===== config.mk =====
export PLATFORM = sky130hd
export DESIGN_NAME = mem_access_unit
export DESIGN_NICKNAME = d
export VERILOG_FILES = /design/src/rtl/mem_access_unit.sv
export SDC_FILE = /design/constraint.sdc
export NUM_CORES = 1
export LEC_CHECK = 0
export CAP_MARGIN = 0
export CORE_MARGIN = 1
export CORE_UTILIZATION = 45
export CTS_CLUSTER_DIAMETER = 200
export DETAILED_ROUTE_END_ITERATION = 12
export PLACE_DENSITY_LB_ADDON = 0.05
export SLEW_MARGIN = 20
export SYNTH_ARGS = -nofsm -noshare
export SYNTH_HDL_FRONTEND = slang
export SYNTH_SLANG_ARGS = --single-unit

===== constraint.sdc =====
create_clock -name clk -period 3 [get_ports clk]
set_input_delay 0.45 -clock clk [delete_from_list [all_inputs] [get_ports clk]]
set_output_delay 0.45 -clock clk [all_outputs]
set_load 0.05 [all_outputs]

===== src/rtl/mem_access_unit.sv =====
// mem_access_unit: M-stage load/store initiator.
// Turns a pipeline memory op into a single req/ack transaction on the data-memory port.
// It generates the word address, the byte enables and lane-replicated store data.
// It extracts and extends load data from the returned word.
// It stalls the pipeline until one of three things happens: the memory acks, the access
// times out, or the access is rejected as misaligned.
//
// Parameters
//   TIMEOUT_CYCLES  max cycles in REQ without mem_ack before the access aborts with err (>=1)
//
// Ports
//   clk, reset        clock; synchronous active-high reset
//   op_valid          M-stage holds a memory op this cycle
//   op_store          1=store, 0=load
//   op_size           0=byte, 1=half, 2/3=word
//   op_signed         sign-extend byte/half loads
//   addr, wdata, pc   byte address, right-aligned store data, PC (trace only)
//   stall             freeze upstream pipeline
//   done, err         op finished pulse; err flags misalign or timeout
//   rdata             extended load result, held until the next load completes
//   mem_req, mem_we   registered request / write strobe to data memory
//   mem_be            byte enables, bit i = byte lane i
//   mem_addr          word-aligned address
//   mem_wdata         lane-replicated store data
//   mem_rdata         read word, valid with mem_ack (old word on write-ack)
//   mem_ack           single-cycle completion from memory
//
// Configuration
//   MEM_TRACE_EN      when defined, prints each acknowledged store with the merged memory word

module mem_access_unit #(
   parameter int unsigned TIMEOUT_CYCLES = 255
) (
   input  logic        clk,
   input  logic        reset,
   input  logic        op_valid,
   input  logic        op_store,
   input  logic [1:0]  op_size,
   input  logic        op_signed,
   input  logic [31:0] addr,
   input  logic [31:0] wdata,
   input  logic [31:0] pc,
   output logic        stall,
   output logic        done,
   output logic        err,
   output logic [31:0] rdata,
   output logic        mem_req,
   output logic        mem_we,
   output logic [3:0]  mem_be,
   output logic [31:0] mem_addr,
   output logic [31:0] mem_wdata,
   input  logic [31:0] mem_rdata,
   input  logic        mem_ack
);

   localparam int unsigned CNT_W = $clog2(TIMEOUT_CYCLES + 1);
   localparam logic [CNT_W-1:0] CNT_ONE = CNT_W'(1);
   localparam logic [CNT_W-1:0] CNT_MAX = CNT_W'(TIMEOUT_CYCLES);

   typedef enum logic [1:0] {
      S_IDLE = 2'd0,
      S_REQ  = 2'd1,
      S_DONE = 2'd2
   } state_t;

   state_t           state;
   logic [CNT_W-1:0] cnt;
   logic             err_q;
   logic             lat_store;
   logic [1:0]       lat_size;
   logic             lat_signed;
   logic [1:0]       lat_lo;
   logic [31:0]      pc_q;

   logic             is_byte;
   logic             is_half;
   logic             misaligned;
   logic [3:0]       be_next;
   logic [31:0]      wdata_next;
   logic [7:0]       byte_lane;
   logic [15:0]      half_lane;
   logic [31:0]      load_ext;

   // Decode of the incoming op: alignment, byte enables, replicated store data
   always_comb begin
      is_byte    = (op_size == 2'd0);
      is_half    = (op_size == 2'd1);
      misaligned = (is_half & addr[0]) |
                   (~is_byte & ~is_half & (addr[1:0] != 2'b00));
      be_next    = 4'b1111;
      wdata_next = wdata;
      if (is_byte) begin
         be_next    = 4'b0001 << addr[1:0];
         wdata_next = {4{wdata[7:0]}};
      end else if (is_half) begin
         be_next    = addr[1] ? 4'b1100 : 4'b0011;
         wdata_next = {2{wdata[15:0]}};
      end
   end

   // Lane extraction from the returned word, using the latched op copy
   always_comb begin
      byte_lane = mem_rdata[7:0];
      case (lat_lo)
         2'd0:    byte_lane = mem_rdata[7:0];
         2'd1:    byte_lane = mem_rdata[15:8];
         2'd2:    byte_lane = mem_rdata[23:16];
         default: byte_lane = mem_rdata[31:24];
      endcase
      half_lane = lat_lo[1] ? mem_rdata[31:16] : mem_rdata[15:0];
      load_ext  = mem_rdata;
      case (lat_size)
         2'd0:    load_ext = {{24{lat_signed & byte_lane[7]}}, byte_lane};
         2'd1:    load_ext = {{16{lat_signed & half_lane[15]}}, half_lane};
         default: load_ext = mem_rdata;
      endcase
   end

   // Handshake outputs: IDLE reacts to the op in the same cycle, DONE reports the latched result
   always_comb begin
      stall = 1'b0;
      done  = 1'b0;
      err   = 1'b0;
      if (!reset) begin
         case (state)
            S_IDLE: begin
               if (op_valid) begin
                  if (misaligned) begin
                     done = 1'b1;
                     err  = 1'b1;
                  end else begin
                     stall = 1'b1;
                  end
               end
            end
            S_REQ:   stall = 1'b1;
            S_DONE: begin
               done = 1'b1;
               err  = err_q;
            end
            default: ;
         endcase
      end
   end

   // Transaction FSM with registered memory-port outputs
   always_ff @(posedge clk) begin
      if (reset) begin
         state      <= S_IDLE;
         cnt        <= '0;
         err_q      <= 1'b0;
         lat_store  <= 1'b0;
         lat_size   <= 2'd0;
         lat_signed <= 1'b0;
         lat_lo     <= 2'd0;
         pc_q       <= '0;
         rdata      <= '0;
         mem_req    <= 1'b0;
         mem_we     <= 1'b0;
         mem_be     <= '0;
         mem_addr   <= '0;
         mem_wdata  <= '0;
      end else begin
         case (state)
            S_IDLE: begin
               if (op_valid && !misaligned) begin
                  state      <= S_REQ;
                  // Counter holds the number of REQ cycles including the current one
                  cnt        <= CNT_ONE;
                  err_q      <= 1'b0;
                  lat_store  <= op_store;
                  lat_size   <= op_size;
                  lat_signed <= op_signed;
                  lat_lo     <= addr[1:0];
                  pc_q       <= pc;
                  mem_req    <= 1'b1;
                  mem_we     <= op_store;
                  mem_be     <= be_next;
                  mem_addr   <= {addr[31:2], 2'b00};
                  mem_wdata  <= wdata_next;
               end
            end
            S_REQ: begin
               // An ack on the final allowed cycle still completes cleanly
               if (mem_ack) begin
                  state   <= S_DONE;
                  err_q   <= 1'b0;
                  mem_req <= 1'b0;
                  mem_we  <= 1'b0;
                  if (!lat_store) begin
                     rdata <= load_ext;
                  end
               end else if (cnt == CNT_MAX) begin
                  state   <= S_DONE;
                  err_q   <= 1'b1;
                  mem_req <= 1'b0;
                  mem_we  <= 1'b0;
                  if (!lat_store) begin
                     rdata <= '0;
                  end
               end else begin
                  cnt <= cnt + CNT_ONE;
               end
            end
            S_DONE: begin
               state <= S_IDLE;
               cnt   <= '0;
               err_q <= 1'b0;
            end
            default: state <= S_IDLE;
         endcase
      end
   end

`ifdef MEM_TRACE_EN
   logic [31:0] merged_word;

   // Memory returns the old word on write-ack; overlay the written lanes
   always_comb begin
      merged_word = mem_rdata;
      for (int i = 0; i < 4; i++) begin
         if (mem_be[i]) begin
            merged_word[8*i +: 8] = mem_wdata[8*i +: 8];
         end
      end
   end

   always_ff @(posedge clk) begin
      if (!reset && (state == S_REQ) && mem_ack && lat_store) begin
         $display("%d@%h: *%h <= %h", $time, pc_q, mem_addr, merged_word);
      end
   end
`else
   logic unused_trace;
   assign unused_trace = ^pc_q;
`endif

endmodule


==> results.cfg <==
[outcome]
run_status = finished, final reports clean

[routing]
vias_per_cell = 5.55
first_iter_violations = 452
post-route-drc-count = 0
drt.antenna.violating_nets = 0
drt-pass1-iter-count = 5
via_count = 5350
drt-wirelength-per-cell_um = 16.6
drt-total-wl_um = 16000
top_layer = met4
route.met3.wl_um = 1340
route.met2.wl_um = 8040
met1_length_um = 6270

[power_and_ir_drop]
cellLeakagePower_nw = 2.97
worst_ir_drop_vdd_mv = 0.425
power.density_nw_per_um2 = 590
power.total_mw = 4.74

[floorplan]
die_width_um = 110
core_area_um2 = 11400
floorplan.die_area_um2 = 12200
floorplan.io_pins = 241
starting_density = 0.463
die_h_um = 110
row_count = 39

[grt]
grt_pass1_vias = 5301
grt_first_pass_wirelength_um = 26000
number_of_antenna_violations_at_the_first_check_in_global_routing = 0
grt_util_all_layers = 0.266
global_route.overflow_total = 0
pin_count_of_the_biggest_net_entering_global_routing = 91

[synth]
ranking_of_synthesized_cells_by_area = sky130_fd_sc_hd__dfxtp_1 44%, sky130_fd_sc_hd__nand2_1 10%, sky130_fd_sc_hd__a21oi_1 6.8%
synth_async_sr_flop_share = 0
synth_top_cell_area_share = 0.443
syn_inst = 627
mappedNetlistArea_um2 = 5290
syn_avg_cell_area_um2 = 8.44
synth-seq-area-share = 0.443
post_synth_num_cell_types = 54
synthDominantAreaCellType = sky130_fd_sc_hd__dfxtp_1
synth_ff_type = sky130_fd_sc_hd__dfxtp_1
synth_common_cells = 142 x sky130_fd_sc_hd__nand2_1, 117 x sky130_fd_sc_hd__dfxtp_1, 72 x sky130_fd_sc_hd__a21oi_1
synth.yosys.warnings = 0
number_of_enable_type_register_cells_in_the_synthesized_netlist = 0
synth_most_common_cell = sky130_fd_sc_hd__nand2_1
postSynthRegisterBits = 117

[clocking]
cts_hold_fix_bufs = 0
clock_latency_ns = 0.42
cts_tree = built
clock_sink_count = 117
cts-resized-gates = 0
tritoncts.num_buffers = 17
postCtsSetupBuffers = 0
htreeDepth = 4
max_clock_buf_depth = 2
clock_tree.root_cell = sky130_fd_sc_hd__clkbuf_16
cts.clk_slew.worst_paths_ns = 0.05

[worst_setup_path]
crit_path_cell_trace = inv_1 -> ha_1 -> and2_1 -> nor3b_1 -> o21ba_2 -> o21a_1 -> buf_12
data_required_time_of_the_critical_path_ns = 2.55
crit_end = err
timing.setup.critical_path_class = flop to output port
crit_path_max_fanout = 4
worst-path-stages = 7
worst_ep_arrival_time_ns = 2.19
critical-path-max-stage-delay_ns = 0.34
worst_setup_path_startpoint = state[0]
worstSetupStartpointType = flop
r2r_cells = 7
cpMaxStageDelayCell = sky130_fd_sc_hd__dfxtp_1
r2r_slack_ns = 0.68
worst_r2r_endpoint = rdata[18]
worstPathBufferInverterCount = 2
worstSetupEndpointType = output port
rr_startpoint = state[1]
critical_path.top_delay_family = simple AND/OR/NAND/NOR gates

[placement]
pre_cts_ws_ns = 0.447
globalplace.congestion = 0.870
place.detailed.hpwl_um = 11200
io_buffers = 206

[job]
number_of_max_capacitance_violations_reported = 0

[timing]
finalSetupTns_ns = 0
max_slew.worst_pin.slew_ns = 0.623
final_critical_path_setup_slack_ns = 0.357
finalCritPeriodShare = 0.881
final_period_minus_worst_setup_slack_ns = 2.64
maxSlewViolCount = 0
final.setup_skew_ns = 0.00528
finalHoldViolCount = 0
timing.fmax_mhz = 378
max_slew_margin = 0.584
rsz0062_at_grt = no
setup_violations = 0

[layout]
syn2layout_area_growth_pct = 52.0
fraction_of_final_layout_cells_with_drive_strength_greater_than_1 = 0.0731
layout.nets = 951
antenna_cells = 0

[min_path]
timing.hold.worst.class = flop to flop
[per-stage QoR]
stage	hold slack, ns	utilization	std cells	cell area (um2)
finish	0.451	0.704	964	8040
global route	0.467	0.704	964	8040
CTS	0.438	0.704	964	8040
detailed placement	0.447	0.651	934	7430
global placement	0.442	0.651	934	7430
floorplan	0.453	-	628	5290
[metal layers]
metal  up-vias  track usage
li1       2597            -
met1      2495        0.292
met2       225        0.455
met3        33        0.106
met4         0        0.109
met5         -            0
[tightest hold or removal path: cells and delay by family, from the launching register on]
kind            cells  cell delay, ns
flops               1            0.30
simple gates        1            0.05
compound gates      1            0.05
[power by group]
group          internal (mW)  total, mW  switching [mW]
registers               1.63       1.69          0.0531
logic                  0.381      0.939           0.559
clock network           1.42       2.11           0.696
total                   3.43       4.74            1.31
[kinds of logic (layout without fill, tap and decap cells)]
group / count (synthesis) / in the layout / share of synthesized area
AO/OA/AOI/OAI: 188 / 188 / 0.240
AND/OR/NAND/NOR: 218 / 218 / 0.179
multiplexers: 35 / 35 / 0.0691
other: 1 / 2 / 0.000709
buffers and inverters: 63 / 256 / 0.0563
adder cells (fa/ha/maj): 5 / 5 / 0.0118
flip-flops: 117 / 117 / 0.443
[layout make-up]
| cell class | instances | area (um2) |
|---|---|---|
| well taps | 143 | 179 |
| flip-flops and latches | 117 | 2340 |
| repair buffers | 218 | 2200 |
| fillers | 933 | 3380 |
| clock buffers | 21 | 460 |
| clock inverters | 9 | 153 |
| multi-input cells | 448 | 2680 |
| inverters | 8 | 30.0 |
[flip-flops by register name, summed over array words and instances, names as in the netlist]
signal	count
mem_wdata	32
rdata	32
mem_addr	30
cnt	8
mem_be	4
lat_lo	2
lat_size	2
state	2
err_q	1
lat_signed	1
lat_store	1
mem_req	1
mem_we	1
[placed cells by master (no fill, tap or decap), types with 4 or more instances in the layout]
cell and n:
sky130_fd_sc_hd__a22o_1 9, sky130_fd_sc_hd__a21oi_1 71, sky130_fd_sc_hd__dfxtp_1 117, sky130_fd_sc_hd__nand2b_1 7, sky130_fd_sc_hd__clkbuf_16 17, sky130_fd_sc_hd__bufinv_16 4, sky130_fd_sc_hd__inv_1 8, sky130_fd_sc_hd__a32o_1 6
sky130_fd_sc_hd__a211oi_1 13, sky130_fd_sc_hd__o22ai_1 9, sky130_fd_sc_hd__clkdlybuf4s50_1 202, sky130_fd_sc_hd__nand2_1 142, sky130_fd_sc_hd__a31oi_1 5, sky130_fd_sc_hd__nand4_1 4, sky130_fd_sc_hd__nor2_1 31, sky130_fd_sc_hd__a311oi_1 11
sky130_fd_sc_hd__o21ai_0 23, sky130_fd_sc_hd__buf_4 10, sky130_fd_sc_hd__buf_12 5, sky130_fd_sc_hd__ha_1 5, sky130_fd_sc_hd__and2_1 4, sky130_fd_sc_hd__a221o_1 19, sky130_fd_sc_hd__nor2b_1 9, sky130_fd_sc_hd__mux2i_1 32
sky130_fd_sc_hd__nor3_1 6
[how the worst min path moves through the flow]
stage,slack (ns),depth (start not counted),from,endpoint
6_report,0.45,2,mem_addr[13],mem_addr[13]
3_5_place_dp,0.45,2,mem_addr[26],mem_addr[26]
2_1_floorplan,0.45,2,lat_signed,lat_signed
5_1_grt,0.47,2,mem_addr[26],mem_addr[26]
4_1_cts,0.44,2,reset,state[0]
3_3_place_gp,0.44,2,mem_addr[27],mem_addr[27]
(Power assumes the default switching activity.)
